### src/rtl/hamming_tx_scheduler.sv
// Byte-to-Hamming(8,4) framed serializer feeding the FSK modulator bit input.
// Each accepted byte becomes START, low-nibble codeword, high-nibble codeword, STOP.

module hamming_enc_4to7 (
  input  logic [3:0] data_i,
  output logic [7:0] code_o
);

  logic p1, p2, p3;

  assign p1     = data_i[3] ^ data_i[2] ^ data_i[0];
  assign p2     = data_i[2] ^ data_i[1] ^ data_i[0];
  assign p3     = data_i[3] ^ data_i[2] ^ data_i[1];
  assign code_o = {1'b1, p3, p2, p1, data_i};

endmodule

module hamming_tx_scheduler #(
  parameter int unsigned BIT_CYCLES = 16
) (
  input  logic       clock,
  input  logic       reset,
  input  logic       io_in_valid,
  output logic       io_in_ready,
  input  logic [7:0] io_in_bits,
  output logic       io_tx_bit,
  output logic       io_tx_active,
  output logic       io_bit_strobe
);

  localparam int unsigned CNT_W = (BIT_CYCLES > 1) ? $clog2(BIT_CYCLES) : 1;
  localparam logic [CNT_W-1:0] CNT_LAST = CNT_W'(BIT_CYCLES - 1);

  localparam logic [2:0] ST_IDLE  = 3'd0;
  localparam logic [2:0] ST_START = 3'd1;
  localparam logic [2:0] ST_LO    = 3'd2;
  localparam logic [2:0] ST_HI    = 3'd3;
  localparam logic [2:0] ST_STOP  = 3'd4;

  logic [2:0]       state_q, state_d;
  logic [CNT_W-1:0] cnt_q, cnt_d;
  logic [2:0]       idx_q, idx_d;
  logic [7:0]       byte_q, byte_d;
  logic             tx_bit_q, tx_bit_d;
  logic             active_q, active_d;
  logic             strobe_q, strobe_d;

  logic [7:0] cw_lo, cw_hi;
  logic       accept;
  logic       bit_end;

  hamming_enc_4to7 u_enc_lo (
    .data_i (byte_q[3:0]),
    .code_o (cw_lo)
  );

  hamming_enc_4to7 u_enc_hi (
    .data_i (byte_q[7:4]),
    .code_o (cw_hi)
  );

  assign accept  = (state_q == ST_IDLE) && io_in_valid;
  assign bit_end = (cnt_q == CNT_LAST);

  always_comb begin
    state_d = state_q;
    cnt_d   = cnt_q;
    idx_d   = idx_q;
    byte_d  = byte_q;

    if (state_q != ST_IDLE) begin
      cnt_d = bit_end ? '0 : cnt_q + CNT_W'(1);
    end

    case (state_q)
      ST_IDLE: begin
        cnt_d = '0;
        idx_d = '0;
        if (accept) begin
          byte_d  = io_in_bits;
          state_d = ST_START;
        end
      end
      ST_START: begin
        if (bit_end) begin
          state_d = ST_LO;
          idx_d   = '0;
        end
      end
      ST_LO: begin
        if (bit_end) begin
          idx_d = idx_q + 3'd1;
          if (idx_q == 3'd7) begin
            state_d = ST_HI;
          end
        end
      end
      ST_HI: begin
        if (bit_end) begin
          idx_d = idx_q + 3'd1;
          if (idx_q == 3'd7) begin
            state_d = ST_STOP;
          end
        end
      end
      ST_STOP: begin
        if (bit_end) begin
          state_d = ST_IDLE;
        end
      end
      default: begin
        state_d = ST_IDLE;
        cnt_d   = '0;
        idx_d   = '0;
      end
    endcase
  end

  // Outputs are registered from the next state so the line changes on the
  // same edge the FSM enters each bit period.
  always_comb begin
    case (state_d)
      ST_START: tx_bit_d = 1'b0;
      ST_LO:    tx_bit_d = cw_lo[idx_d];
      ST_HI:    tx_bit_d = cw_hi[idx_d];
      default:  tx_bit_d = 1'b1;
    endcase
    active_d = (state_d != ST_IDLE);
    strobe_d = accept || ((state_q != ST_IDLE) && (state_q != ST_STOP) && bit_end);
  end

  always_ff @(posedge clock or posedge reset) begin
    if (reset) begin
      state_q  <= ST_IDLE;
      cnt_q    <= '0;
      idx_q    <= '0;
      byte_q   <= '0;
      tx_bit_q <= 1'b1;
      active_q <= 1'b0;
      strobe_q <= 1'b0;
    end else begin
      state_q  <= state_d;
      cnt_q    <= cnt_d;
      idx_q    <= idx_d;
      byte_q   <= byte_d;
      tx_bit_q <= tx_bit_d;
      active_q <= active_d;
      strobe_q <= strobe_d;
    end
  end

  assign io_in_ready   = (state_q == ST_IDLE);
  assign io_tx_bit     = tx_bit_q;
  assign io_tx_active  = active_q;
  assign io_bit_strobe = strobe_q;

endmodule

### config.mk
export PLATFORM = sky130hd
export DESIGN_NAME = hamming_tx_scheduler
export DESIGN_NICKNAME = d
export VERILOG_FILES = /design/src/rtl/hamming_tx_scheduler.sv
export SDC_FILE = /design/constraint.sdc
export NUM_CORES = 1
export LEC_CHECK = 0
export CAP_MARGIN = 10
export CORE_MARGIN = 2
export CORE_UTILIZATION = 51
export CTS_CLUSTER_SIZE = 10
export DETAILED_ROUTE_END_ITERATION = 12
export PLACE_DENSITY = 0.86
export REMOVE_ABC_BUFFERS = 1
export SLEW_MARGIN = 20
export SYNTH_ARGS = -nofsm -noshare
export SYNTH_HDL_FRONTEND = slang
export SYNTH_HIERARCHICAL = 1
export SYNTH_SLANG_ARGS = --single-unit
### constraint.sdc
create_clock -name clock -period 2.2 [get_ports clock]
set_input_delay 0.44 -clock clock [delete_from_list [all_inputs] [get_ports clock]]
set_output_delay 0.44 -clock clock [all_outputs]
set_load 0.01 [all_outputs]
# --- Word level (Yosys, flattened, before mapping) ---
# Cells that the tools add are included.
totals:
  elab_cells: 60
  latchBits: 0
  memories: 0
  rom_bits: 0
  regBits: 21
  out_inout_bits: 4
  ram_bits: 0
op_classes:
  n_mul: 0
  muxes: 19
  bitwise_logic: 10
  reduce_logical: 10
  n_eq_ne: 11
  n_addsub: 2
  div: 0
  magnitude_cmp: 1
  shift: 0
ops:
  columns: ["cell", "n"]
  rows:
  - ["3-bit 2-to-1 mux", 9]
  - ["3-bit case mux with 5 select lines", 1]
  - ["3-bit by 2-bit == test with 1-bit output (second input constant)", 4]
  - ["4-bit 2-to-1 mux", 3]
  - ["1-bit XOR", 10]
  - ["3-bit case mux with 3 select lines", 1]
  - ["1-bit binary-select mux with 3-bit select", 2]
  - ["3-bit by 1-bit == test with 1-bit output (second input constant)", 2]
  - ["3-bit == test (second input constant)", 2]
  - ["3-bit nonzero test", 2]
  - ["4-bit by 1-bit adder with 4-bit output (second input constant)", 1]
  - ["4-bit == test (second input constant)", 1]
  - ["3-bit by 4-bit < comparator with 1-bit output (second input constant)", 1]
  - ["4-bit OR reduction", 1]
  - ["3-bit by 1-bit adder with 3-bit output (second input constant)", 1]
  - ["1-bit logical AND", 3]
  - ["3-bit logical NOT", 1]
  - ["3-bit != test (second input constant)", 1]
  - ["1-bit case mux with 3 select lines", 1]
  - ["1-bit 2-to-1 mux", 2]
  - ["2-bit by 1-bit != test with 1-bit output (second input constant)", 1]
  - ["2-bit AND reduction", 1]
  - ["2-bit OR reduction", 1]
  - ["1-bit logical OR", 1]

# --- Depth between registers and ports, before layout ---
depth:
  ltp_word: 6
  mapped_depth: 12
  ltp_nobuf: 10

# --- Modules after synthesis ---
# Netlist, hierarchy kept.
modules_own_cells:
  columns: ["mod", "area_per_inst_um2", "cells_each", "n_inst"]
  rows:
  - ["hamming_tx_scheduler", 1192.4, 110, 1]
  - ["hamming_enc_4to7", 135.1, 12, 2]

# --- Worst setup path after synthesis ---
# Ideal clock, no wire load.
synth_timing:
  kind: "flip-flop to flip-flop"
  startpoint: "register cnt_q[0]"
  endpoint: "register tx_bit_q (netlist: io_tx_bit)"
  path_buffers: 2
  synth_period_minus_slack_ns: 2.204
  arrival_ns: 2.113
  setup_slack_ns: -0.004
  path_stages_with_launch: 13
  required_ns: 2.109
  cell_sequence: "dfrtp_1 -> ha_1 -> and3_1 -> buf_6 -> inv_4 -> ha_1 -> inv_1 -> a221o_1 -> buf_4 -> mux2i_1 -> mux2i_1 -> o2111ai_1 -> o211ai_1"
synth_via:
  elab_chain_len: 6
synth_lines:
  columns: ["item", "line", "rtl"]
  rows:
  - ["start: declaration", "41", "logic [CNT_W-1:0] cnt_q, cnt_d;"]
  - ["start signal: assignment", "143", "cnt_q <= cnt_d;"]
  - ["4-bit == test *", "63", "assign bit_end = (cnt_q == CNT_LAST);"]
  - ["3-bit 2-to-1 mux (on tied branches)", "91, 99, 85", null]
  - ["3-bit case mux with 3 select lines *", "75", "case (state_q)"]
  - ["net idx_d[0]", "42", "logic [2:0] idx_q, idx_d;"]
  - ["1-bit binary-select mux with 3-bit select (on tied branches)", "125, 124", null]
  - ["1-bit 2-to-1 mux (on tied branches)", "125, 124", null]
  - ["1-bit case mux with 3 select lines *", "122", "case (state_d)"]
  - ["net tx_bit_d", "44", "logic tx_bit_q, tx_bit_d;"]
  - ["end signal: assignment", "146", "tx_bit_q <= tx_bit_d;"]
  - ["end: declaration", "44", null]
# Mark *: on every way through the listed nets, which the timed path passes. The rest lies on a longest branch. The select of a mux whose other input is x is not followed.
# A chain may end at the register's enable or synchronous reset.

# --- Worst setup path in the final report ---
layout_timing:
  startpoint: "register cnt_q[1]"
  endpoint: "register tx_bit_q (netlist: io_tx_bit)"
layout_via:
  elab_chain_len: 6
layout_lines:
  columns: ["item", "line"]
  rows:
  - ["4-bit == test *", "63"]
  - ["3-bit 2-to-1 mux (on tied branches)", "91, 99, 85"]
  - ["3-bit case mux with 3 select lines", "75"]
  - ["1-bit binary-select mux with 3-bit select (on tied branches)", "125, 124"]
  - ["1-bit 2-to-1 mux (on tied branches)", "125, 124"]
  - ["1-bit case mux with 3 select lines *", "122"]
  - ["net tx_bit_d", "44"]
# Marked as above.

==> flow_summary.ini <==
[run_status]
outcome = finished, violations left
violations = setup timing

[timing]
rsz0062_at_grt = yes
fmax_mhz = 436.7
slew_viol_final = 0
hold_viol_final = 0
period_share_pct = 104.1
worst_slack_ns = -0.08991
period_needed_ns = 2.290
skew_ns = 0.006521
setup_viol = 1
setup-tns-final_ns = -0.08991

[min_path]
min_path_type = input port to asynchronous set/reset pin

[synth]
synth.distinct_cells = 44
ys_warn_count = 6
seq_area_frac_synth_pct = 36.01
syn_inst = 134
async_reset_ff_share_pct = 100.0
yosys.area.top_type_share_pct = 34.22
synthFlopType = dfrtp_1
synth.largest_area_cell = dfrtp_1
netlist_area_um2 = 1463
synth_seq_cells = 21
ys_top_cells_by_area = dfrtp_1 (34%), xor3_1 (9.8%), buf_4 (8.7%), mux2_2 (7.7%), mux2i_1 (4.1%)
avgSynthCellArea_um2 = 10.92
synth_edf_count = 0

[worst_setup_path]
crit_fanout = 8
worstPathRequired_ns = 2.43
critPathLaunch = cnt_q[1]
max_stage_delay_ns = 0.45
crit_path_start_kind = flop
regToRegStartpoint = cnt_q[1]
critPathArrivalTime_ns = 2.52
critPathSlowestCell = a221o_2
end_kind = flop
reg2reg_depth = 11
path_cells = ha_2 -> and3_4 -> inv_4 -> ha_4 -> inv_2 -> a221o_2 -> buf_4 -> mux2i_1 -> nand4_1 -> o2111ai_1 -> o211ai_1
path_delay_family = compound AO/OA/AOI/OAI gates
worstSetupPathType = flop to flop
path_buf_inv = 3
cp_num_cells = 11

[power_and_ir_drop]
pwr-share-comb_pct = 4.6
internal_power_mw = 0.4735
power_density_nw_per_um2 = 354.0
leakage_nw = 0.7861
vdd_ir_drop_max_mv = 0.2695
pwr-share-clk_pct = 31.0
power_switching_mw = 0.1257
power_frac_seq_pct = 64.4
sw_frac_of_total_pct = 20.98

[job]
drv_cap = 0

[grt]
grt_max_degree = 22
grt_pass1_vias = 1063
overflow = 0
track_usage_pct = 19.69
grt_pass1_wl_um = 5023
antenna_found_initial = 0

[layout]
nets = 165
multi_input_area_um2 = 784.5
layoutNonFillerInstCount = 180
most-common-layout-cells = buf_4 (19), dfrtp_1 (18), clkdlybuf4s50_1 (13), mux2_2 (10)
layout_commonest_cell = buf_4
final.fill_count = 213
regArea_um2 = 529.3
areaGrowthSynthToFinish_pct = 15.74
num_antenna_cells = 0
drive_gt1_share_pct = 32.89

[routing]
routedLengthMet1_um = 1238
avgRoutedWirePerCell_um = 16.63
route.detailed.drc = 0
wl_met2_um = 1592
ant_nets = 0
drt_iter0_markers = 63
num_vias = 1043
wirelength_um = 2994
first_pass_iters = 4
avgViaCountPerCell = 5.794
route.met3.wl_um = 125
top_layer = met4

[placed_design]
io_buffers = 14
post-dp-hpwl_um = 2169
place_inst = 170
gp_congestion = 0.8798

[clocking]
cts.sinks = 21
clk_latency_ns = 0.30
htreeDepth = 1
clkSlewWorstSetupHoldPaths_ns = 0.12
cts-root-buf = clkbuf_4
cts_buffers = 3
clk_path_buf_depth = 2
cts_tree = done

[die]
die_h_um = 57.56
num_io_pins = 15
initial_utilization_pct = 53.50
die_area_um2 = 3313
die_w_um = 57.56
rows = 19
core_um2 = 2734
## synthesized netlist by cell type (2+ instances only)
master	n
xnor2_1	2
o31ai_1	2
dfrtp_1	20
mux2i_1	6
nand4_1	3
xor3_1	6
nand4bb_1	2
nor2b_1	2
nor3b_1	2
conb_1	2
and3_1	2
mux2_2	10
buf_4	17
inv_1	5
ha_1	4
nor2_1	5
buf_2	4
o21ai_0	6
nand2_1	5
nand3_1	4
a21oi_1	2
## per-stage QoR
| stage | total power, mW | area [µm²] | hold slack, ns | util [%] | setup WS (ns) |
|---|---|---|---|---|---|
| 2_1_floorplan | 0.3999 | 1304 | 0.4158 | - | -0.09041 |
| 3_3_place_gp | 0.4204 | 1580 | 0.5229 | 57.80 | -0.08523 |
| 3_5_place_dp | 0.4215 | 1580 | 0.5569 | 57.80 | -0.2038 |
| 4_1_cts | 0.6057 | 1630 | 0.4541 | 59.63 | -0.1065 |
| 5_1_grt | 0.6268 | 1693 | 0.4706 | 61.92 | -0.2052 |
| 6_report | 0.5993 | 1693 | 0.4506 | 61.92 | -0.08991 |
## path summary, 6_finish.rpt
path                        endpoint  slack, ns
max                        io_tx_bit      -0.09
min                        byte_q[4]       0.45
max reg2reg                io_tx_bit      -0.09
min reg2reg                byte_q[0]       0.59
max in group asynchronous  io_tx_bit       1.47
min in group clock         byte_q[0]       0.59
## metal layers
metal	vias up	track usage, %
met2	23	35.88
li1	489	-
met1	527	23.75
met5	-	0
met3	4	2.721
met4	0	6.312
## cell type report
| cell class | instances | area share [%] |
|---|---|---|
| Tap cell | 31 | 2.291 |
| Timing Repair Buffer | 33 | 16.85 |
| Multi-Input combinational cell | 84 | 46.34 |
| Inverter | 7 | 1.700 |
| Clock buffer | 4 | 1.552 |
| Sequential cell | 21 | 31.26 |
## cells by family after synthesis
| logic type | count (synthesis) | share of synthesized area (%) |
|---|---|---|
| adder cells (fa/ha/maj) | 4 | 3.422 |
| multiplexers | 17 | 12.83 |
| other | 2 | 0.5135 |
| flip-flops | 21 | 36.01 |
| buffers and inverters | 29 | 12.83 |
| AO/OA/AOI/OAI | 19 | 9.667 |
| AND/OR/NAND/NOR | 34 | 13.77 |
| XOR/XNOR | 8 | 10.95 |
## state kept, by name, summed over array words and instances, names as in the netlist
register and cells:
io_bit_strobe 1, cnt_q 4, state_q 3, byte_q 8
io_tx_active 1, io_tx_bit 1, idx_q 3
## worst reg2reg max path: stages (launching register included)
cell       delay, ns
dfrtp_1         0.39
ha_2            0.19
and3_4          0.21
inv_4           0.04
ha_4            0.25
inv_2           0.03
a221o_2         0.45
buf_4           0.17
mux2i_1         0.13
nand4_1         0.10
o2111ai_1       0.13
o211ai_1        0.12
## power by group through the flow
stage	logic [mW]	registers [mW]	clock network, mW
2_1_floorplan	0.00661	0.393	0
4_1_cts	0.0282	0.386	0.192
6_report	0.0276	0.386	0.186
5_1_grt	0.0307	0.386	0.210
3_3_place_gp	0.0271	0.393	0
3_5_place_dp	0.0282	0.393	0
## what timing repair did
action                     CTS  global route
hold buffers                 0             0
buffers inserted             2             4
setup endpoints to repair    2             2
resized for setup            4             6
pin swaps                    1             5
(Power assumes the default switching activity.)
